## src/rtl/matrix_mult_pkg.sv

```systemverilog
// Shared types and arithmetic helpers for the matrix-mult wrapper datapath.
package matrix_mult_pkg;

  typedef enum logic [1:0] {IDLE, RUN, DONE} state_t;

  // Signed add of two w-bit values (zero-extended into 32 bits); optional clamp to w-bit range.
  function automatic logic [31:0] add_elem(input logic [31:0] a, input logic [31:0] b,
                                           input int unsigned w, input logic sat);
    logic signed [31:0] sa, sb, sum, hi, lo;
    int unsigned sh;
    sh  = 32 - w;
    sa  = $signed(a << sh) >>> sh;
    sb  = $signed(b << sh) >>> sh;
    sum = sa + sb;
    hi  = (32'sd1 <<< (w - 1)) - 32'sd1;
    lo  = -(32'sd1 <<< (w - 1));
    if (sat) begin
      if (sum > hi) sum = hi;
      else if (sum < lo) sum = lo;
    end
    return sum;
  endfunction

endpackage

```

## src/rtl/skew_delay_line.sv

```systemverilog
// Fixed-length register delay line; DEPTH = 0 degenerates to a wire.
module skew_delay_line #(
  parameter int unsigned WIDTH = 8,
  parameter int unsigned DEPTH = 0
) (
  input  logic             clk_i,
  input  logic             rstn_async_i,
  input  logic [WIDTH-1:0] d,
  output logic [WIDTH-1:0] q
);

  if (DEPTH == 0) begin : g_wire
    logic unused;
    assign unused = clk_i ^ rstn_async_i;
    assign q = d;
  end else begin : g_regs
    logic [WIDTH-1:0] stage [DEPTH];
    always_ff @(posedge clk_i or negedge rstn_async_i) begin
      if (!rstn_async_i) begin
        for (int i = 0; i < int'(DEPTH); i++) stage[i] <= '0;
      end else begin
        stage[0] <= d;
        for (int i = 1; i < int'(DEPTH); i++) stage[i] <= stage[i-1];
      end
    end
    assign q = stage[DEPTH-1];
  end

endmodule

```

## src/rtl/output_deskew_writer.sv

```systemverilog
// Realigns skewed systolic-array columns into rows, optionally adds a psum row, writes the output buffer.
// Build option: OUTPUT_SATURATE_EN makes the accumulate add saturate instead of wrap.
module output_deskew_writer
  import matrix_mult_pkg::*;
#(
  parameter int unsigned WIDTH  = 8,
  parameter int unsigned COL    = 4,
  parameter int unsigned O_SIZE = 512,
  parameter int unsigned AW     = $clog2(O_SIZE)
) (
  input  logic                 clk_i,
  input  logic                 rstn_async_i,
  input  logic                 start_i,
  input  logic [AW-1:0]        o_rows_i,
  input  logic [AW-1:0]        o_offset_i,
  input  logic [AW-1:0]        psum_offset_i,
  input  logic                 accum_en_i,
  input  logic [COL-1:0]       array_valid_i,
  input  logic [COL*WIDTH-1:0] array_data_i,
  output logic                 ps_mem_cenb_o,
  output logic                 ps_mem_wenb_o,
  output logic [AW-1:0]        ps_mem_addr_o,
  input  logic [COL*WIDTH-1:0] ps_mem_data_i,
  output logic                 ob_mem_cenb_o,
  output logic                 ob_mem_wenb_o,
  output logic [AW-1:0]        ob_mem_addr_o,
  output logic [COL*WIDTH-1:0] ob_mem_data_o,
  output logic                 busy_o,
  output logic                 done_o,
  output logic                 skew_err_o
);

`ifdef OUTPUT_SATURATE_EN
  localparam logic SAT = 1'b1;
`else
  localparam logic SAT = 1'b0;
`endif

  state_t               state, state_nxt;
  logic [AW-1:0]        rows, o_off, ps_off, r;
  logic                 accum;
  logic [WIDTH:0]       dq [COL];
  logic [COL-1:0]       dv;
  logic [COL*WIDTH-1:0] row_c, s1_row, s2_row;
  logic [AW-1:0]        s1_idx, s2_idx;
  logic                 s1_valid, s2_valid;
  logic                 start_ok, accept, row_hit, skew_c, drop_c, stray_c;

  // Column c waits COL-1-c cycles so every column lines up with the last one.
  for (genvar c = 0; c < int'(COL); c++) begin : g_col
    skew_delay_line #(.WIDTH(WIDTH + 1), .DEPTH(COL - 1 - c)) u_dl (
      .clk_i       (clk_i),
      .rstn_async_i(rstn_async_i),
      .d           ({array_valid_i[c], array_data_i[c*WIDTH +: WIDTH]}),
      .q           (dq[c])
    );
  end

  always_comb begin
    dv    = '0;
    row_c = '0;
    for (int c = 0; c < int'(COL); c++) begin
      dv[c]                  = dq[c][WIDTH];
      row_c[c*WIDTH +: WIDTH] = dq[c][WIDTH-1:0];
    end
  end

  assign row_hit  = dv[COL-1];
  assign start_ok = (state == IDLE) && start_i;
  assign accept   = (state == RUN) && row_hit && (r < rows);
  assign skew_c   = (dv != '0) && (dv != '1);
  assign drop_c   = row_hit && !accept;
  assign stray_c  = (|array_valid_i) && (state != RUN);
  assign s2_valid = !ob_mem_cenb_o;

  always_ff @(posedge clk_i or negedge rstn_async_i) begin
    if (!rstn_async_i) state <= IDLE;
    else               state <= state_nxt;
  end

  always_comb begin
    state_nxt = state;
    case (state)
      IDLE: if (start_i) state_nxt = (o_rows_i == '0) ? DONE : RUN;
      RUN:  if (s2_valid && (s2_idx == rows - AW'(1))) state_nxt = DONE;
      DONE: state_nxt = IDLE;
      default: state_nxt = IDLE;
    endcase
  end

  // Config latch, row counter and the two-stage write pipeline.
  always_ff @(posedge clk_i or negedge rstn_async_i) begin
    if (!rstn_async_i) begin
      rows          <= '0;
      o_off         <= '0;
      ps_off        <= '0;
      accum         <= 1'b0;
      r             <= '0;
      s1_valid      <= 1'b0;
      s1_row        <= '0;
      s1_idx        <= '0;
      s2_row        <= '0;
      s2_idx        <= '0;
      ps_mem_cenb_o <= 1'b1;
      ps_mem_addr_o <= '0;
      ob_mem_cenb_o <= 1'b1;
      ob_mem_wenb_o <= 1'b1;
      ob_mem_addr_o <= '0;
      busy_o        <= 1'b0;
      done_o        <= 1'b0;
      skew_err_o    <= 1'b0;
    end else begin
      if (start_ok) begin
        rows   <= o_rows_i;
        o_off  <= o_offset_i;
        ps_off <= psum_offset_i;
        accum  <= accum_en_i;
        r      <= '0;
      end else if (accept) begin
        r <= r + AW'(1);
      end
      s1_valid <= accept;
      if (accept) begin
        s1_row <= row_c;
        s1_idx <= r;
      end
      ps_mem_cenb_o <= !(accept && accum);
      if (accept && accum) ps_mem_addr_o <= ps_off + r;
      ob_mem_cenb_o <= !s1_valid;
      ob_mem_wenb_o <= !s1_valid;
      if (s1_valid) begin
        ob_mem_addr_o <= o_off + s1_idx;
        s2_row        <= s1_row;
        s2_idx        <= s1_idx;
      end
      busy_o <= (state_nxt == RUN);
      done_o <= (state_nxt == DONE);
      if (skew_c || drop_c || stray_c) skew_err_o <= 1'b1;
      else if (start_ok)               skew_err_o <= 1'b0;
    end
  end

  assign ps_mem_wenb_o = 1'b1;

  // Psum data returns in the write cycle, so the add sits combinationally in front of the write port.
  always_comb begin
    ob_mem_data_o = '0;
    if (s2_valid) begin
      for (int c = 0; c < int'(COL); c++) begin
        if (accum)
          ob_mem_data_o[c*WIDTH +: WIDTH] = WIDTH'(add_elem(32'(s2_row[c*WIDTH +: WIDTH]),
                                                            32'(ps_mem_data_i[c*WIDTH +: WIDTH]),
                                                            WIDTH, SAT));
        else
          ob_mem_data_o[c*WIDTH +: WIDTH] = s2_row[c*WIDTH +: WIDTH];
      end
    end
  end

endmodule
```

## config.mk

```make
export PLATFORM = sky130hd
export DESIGN_NAME = output_deskew_writer
export DESIGN_NICKNAME = d
export VERILOG_FILES = /design/src/rtl/matrix_mult_pkg.sv /design/src/rtl/skew_delay_line.sv /design/src/rtl/output_deskew_writer.sv
export SDC_FILE = /design/constraint.sdc
export NUM_CORES = 1
export LEC_CHECK = 0
export BUFFER_PORTS_ARGS = -buffer_cell sky130_fd_sc_hd__buf_2
export CAP_MARGIN = 40
export CORE_ASPECT_RATIO = 0.75
export CORE_MARGIN = 10
export CORE_UTILIZATION = 50
export DETAILED_ROUTE_END_ITERATION = 10
export GPL_TIMING_DRIVEN = 0
export PLACE_DENSITY = 0.75
export SKIP_LAST_GASP = 1
export SYNTH_ARGS = -nofsm -noshare
export SYNTH_HDL_FRONTEND = slang
export SYNTH_SLANG_ARGS = --single-unit
```

## constraint.sdc

```tcl
create_clock -name clk_i -period 2.35 [get_ports clk_i]
set_clock_uncertainty 0.1 [all_clocks]
set_input_delay 0.235 -clock clk_i [delete_from_list [all_inputs] [get_ports clk_i]]
set_output_delay 0.235 -clock clk_i [all_outputs]
set_load 0.05 [all_outputs]
```

==> out/metrics.yaml <==
outcome:
  status: "finished with violations"
  violations: "negative setup slack"
placed_design:
  portBuffers: 154
  hpwl_mm: 17.1
  place.gp.congestion: 0.829
  place_ws_ns: -0.445
worst_setup_path:
  r2r_start: "rows[2]"
  worstSetupPathType: "reg -> out"
  path_max_fanout: 2
  start_kind: "flip-flop"
  critical_path.cell_chain: "ha_1 -> a21o_1 -> a41oi_2 -> o21ai_2 -> o31ai_4 -> mux2i_1 -> mux2_4 -> buf_6"
  critPathCaptureType: "output port"
  max_stage_delay_ns: 0.38
  rr_worst_depth: 10
  cp_data_required_time_ns: 2.02
  r2r-end: "r[6]"
  rrSetupSlack_ns: -0.03
  worst_path_max_delay_cell: "dfrtp_1"
  crit_arrival_ns: 2.62
power:
  vdd_drop_max_mv: 1.06
  pwr-share-seq_pct: 28.7
  power_density_nw_per_um2: 1440
  clockPowerShare_pct: 15.4
  p_int_w: 0.0106
  pwr-share-comb_pct: 55.9
  switching_share_pct: 43.6
  p_switching_w: 0.00820
  leakagePower_nw: 6.01
global_routing:
  grt_max_degree: 118
  grtUsageMet1_pct: 26.2
  overflow: 0
  use_met2_pct: 30.4
  grt_use_total_pct: 19.3
  grt_pass1_wl_mm: 39.4
  met3_usage_pct: 4.25
  top_usage_layer: "met2"
  antenna_found_initial: 0
  grt_pass1_vias: 7468
floorplanning:
  die_h_um: 140
  core_um2: 18600
  ios: 156
  start_util_pct: 51.4
  die_width_um: 180
  row_count: 43
  dieArea_um2: 25100
hold_path:
  min_to: "skew_err_o"
  min-delay-start: "array_valid_i[3]"
  whs_path_depth: 3
  hp-class: "in -> reg"
logic_synthesis:
  avgSynthCellArea_um2: 11.7
  synth-simple-area-share_pct: 10.3
  ys_ff_latch: 199
  mappedNetlistArea_um2: 9560
  yosysSeqAreaShare_pct: 52.1
  synth-edff-count: 0
  muxShareOfSynthArea_pct: 14.5
  yosysWarnings: 0
  synthAdderAreaFrac_pct: 8.32
  synthArstFlopShare_pct: 100
  syn-num-nets: 978
  synth-compound-area-share_pct: 7.68
  ys.flop_type: "dfrtp_1"
  synth_cells: 819
  synth_top_family_by_area: "multiplexers"
  synth-xor-area-share_pct: 3.94
  ys_types: 52
job:
  drv_cap: 0
route:
  first_pass_iters: 4
  dr.first_iter.drc_count: 426
  dr_total_vias: 7265
  wl_mm: 25.3
  avgViaCountPerCell: 5.33
  antenna_left: 0
  drc_errors: 0
  wire_per_inst_um: 18.6
final_layout:
  seqCellArea_um2: 4990
  syn_to_final_growth_pct: 36.4
  drive_above_1_share_pct: 40.5
  finish.utilization_pct: 70.1
  final_nets: 1262
  layout_common_cells: "dfrtp_1, buf_2, mux2_2"
  final_common_cell: "dfrtp_1"
  fillCellCount: 1275
  multiInputGateArea_um2: 4780
cts:
  cts_buffer_depth: 2
  path_clk_slew_ns: 0.08
  h-tree-depth: 4
  clk_latency_ns: 0.44
  cts_buffers: 17
  clock_sinks: 199
  clock-root-buffer: "clkbuf_16"
  cts_tree: "yes"
timing:
  setup_violations: 26
  finalCriticalPeriod_ns: 2.95
  hold_viol: 0
  slew_violations: 0
  timing.hold.ws_ns: 0.0458
  setup_ws_ns: -0.605
  grt_setup_unrepaired: "yes"
  worst_pin_slew_ns: 0.878
  final.period_utilization_pct: 126
  slew-limit-headroom_pct: 41.4
  fmax_ghz: 0.338
## stage by stage
step           power [W]  setup TNS [ns]  cells  cell area [um^2]
2_1_floorplan     0.0118         -0.0160    819              9640
3_3_place_gp      0.0136         -472.58   1220             10700
3_5_place_dp      0.0139          -19.07   1221             10800
4_1_cts           0.0181           -6.15   1342             12600
5_1_grt           0.0199           -8.77   1363             13000
6_report          0.0188           -6.32   1364             13000
## flip-flops by register name, summed over array words and instances, names as in the netlist, 2 cells and up
| register | flops |
|---|---|
| s1_row | 32 |
| s2_row | 32 |
| g_col.u_dl.g_regs.stage | 27 |
| g_col.u_dl.q | 27 |
| o_off | 9 |
| ob_mem_addr_o | 9 |
| ps_mem_addr_o | 9 |
| ps_off | 9 |
| r | 9 |
| rows | 9 |
| s1_idx | 9 |
| s2_idx | 9 |
| state | 2 |
## final cells by class
cell class	count	share of cell area [%]
flip-flops and latches	199	38.3
clock buffers	17	3.26
clock inverters	15	1.16
inverters	41	1.22
well taps	247	2.37
diodes	1	0.0192
repair buffers	267	15.5
multi-input cells	550	36.6
plain buffers	27	1.52
## per-layer routing
metal | vias to the layer above | part of all wire [%]
li1 | 3435 | -
met5 | - | 0
met2 | 172 | 47
met4 | 0 | 1.6
met1 | 3629 | 47
met3 | 29 | 4.6
## what timing repair did
item                       in CTS  in global routing
pin swaps                      35                 41
hold buffers                   64                  0
hold endpoints to repair      178                  0
setup endpoints to repair      95                 94
resized for setup             140                 62
setup buffers                  27                 23
## power groups by stage
stage / combinational, W / sequential (W) / clock (W)
finish: 0.0105 / 0.00541 / 0.00290
global route: 0.0113 / 0.00555 / 0.00308
CTS: 0.00975 / 0.00539 / 0.00293
detailed placement: 0.00841 / 0.00545 / 0
global placement: 0.00818 / 0.00539 / 0
floorplan: 0.00605 / 0.00576 / 0
## cells in the mapped netlist, types with 5 or more instances
| library cell | count | area share, % |
|---|---|---|
| inv_1 | 40 | 1.6 |
| nor3_1 | 8 | 0.42 |
| nand2_1 | 58 | 2.3 |
| dfrtp_1 | 197 | 52 |
| nand4_1 | 8 | 0.52 |
| o31ai_1 | 6 | 0.47 |
| nor2b_1 | 17 | 1.1 |
| xor2_1 | 13 | 1.2 |
| nor2_1 | 55 | 2.2 |
| or3_1 | 5 | 0.33 |
| a21o_1 | 7 | 0.55 |
| buf_2 | 5 | 0.26 |
| clkbuf_1 | 16 | 0.63 |
| mux2_2 | 103 | 12 |
| o21ai_0 | 57 | 3.0 |
| mux2i_1 | 23 | 2.4 |
| fa_1 | 6 | 1.3 |
| nor3b_1 | 9 | 0.71 |
| a21oi_1 | 22 | 1.2 |
| xnor2_1 | 30 | 2.7 |
| ha_1 | 54 | 7.1 |
| nand2b_1 | 15 | 0.98 |
| nand3_1 | 6 | 0.31 |
| nor4_1 | 5 | 0.33 |
## kinds of logic after synthesis
kind of cell,Yosys count
multiplexers,126
flip-flops,199
XOR/XNOR,43
AO/OA/AOI/OAI,121
buffers and inverters,70
other,1
AND/OR/NAND/NOR,199
adder cells (fa/ha/maj),60
## worst max path at each step
| stage | endpoint | slack, ns | start |
|---|---|---|---|
| 2_1_floorplan | ob_mem_data_o[6] | -0.01 | s2_row[0] |
| 3_3_place_gp | g_col[0].u_dl.g_regs.stage[26] | -2.32 | rstn_async_i |
| 4_1_cts | ob_mem_data_o[30] | -0.65 | s2_row[24] |
| 5_1_grt | ob_mem_data_o[23] | -0.70 | s2_row[17] |
| 3_5_place_dp | ob_mem_data_o[31] | -0.45 | s2_row[25] |
| 6_report | ob_mem_data_o[23] | -0.60 | s2_row[17] |
## worst max-delay path: cells and delay by family (launching register included)
| kind | cells | cell delay [ns] |
|---|---|---|
| AOI/OAI and AO/OA | 4 | 0.76 |
| adders and majority gates | 1 | 0.28 |
| buffers and inverters | 1 | 0.16 |
| DFF | 1 | 0.38 |
| muxes | 2 | 0.59 |
(Power assumes the default switching activity.)
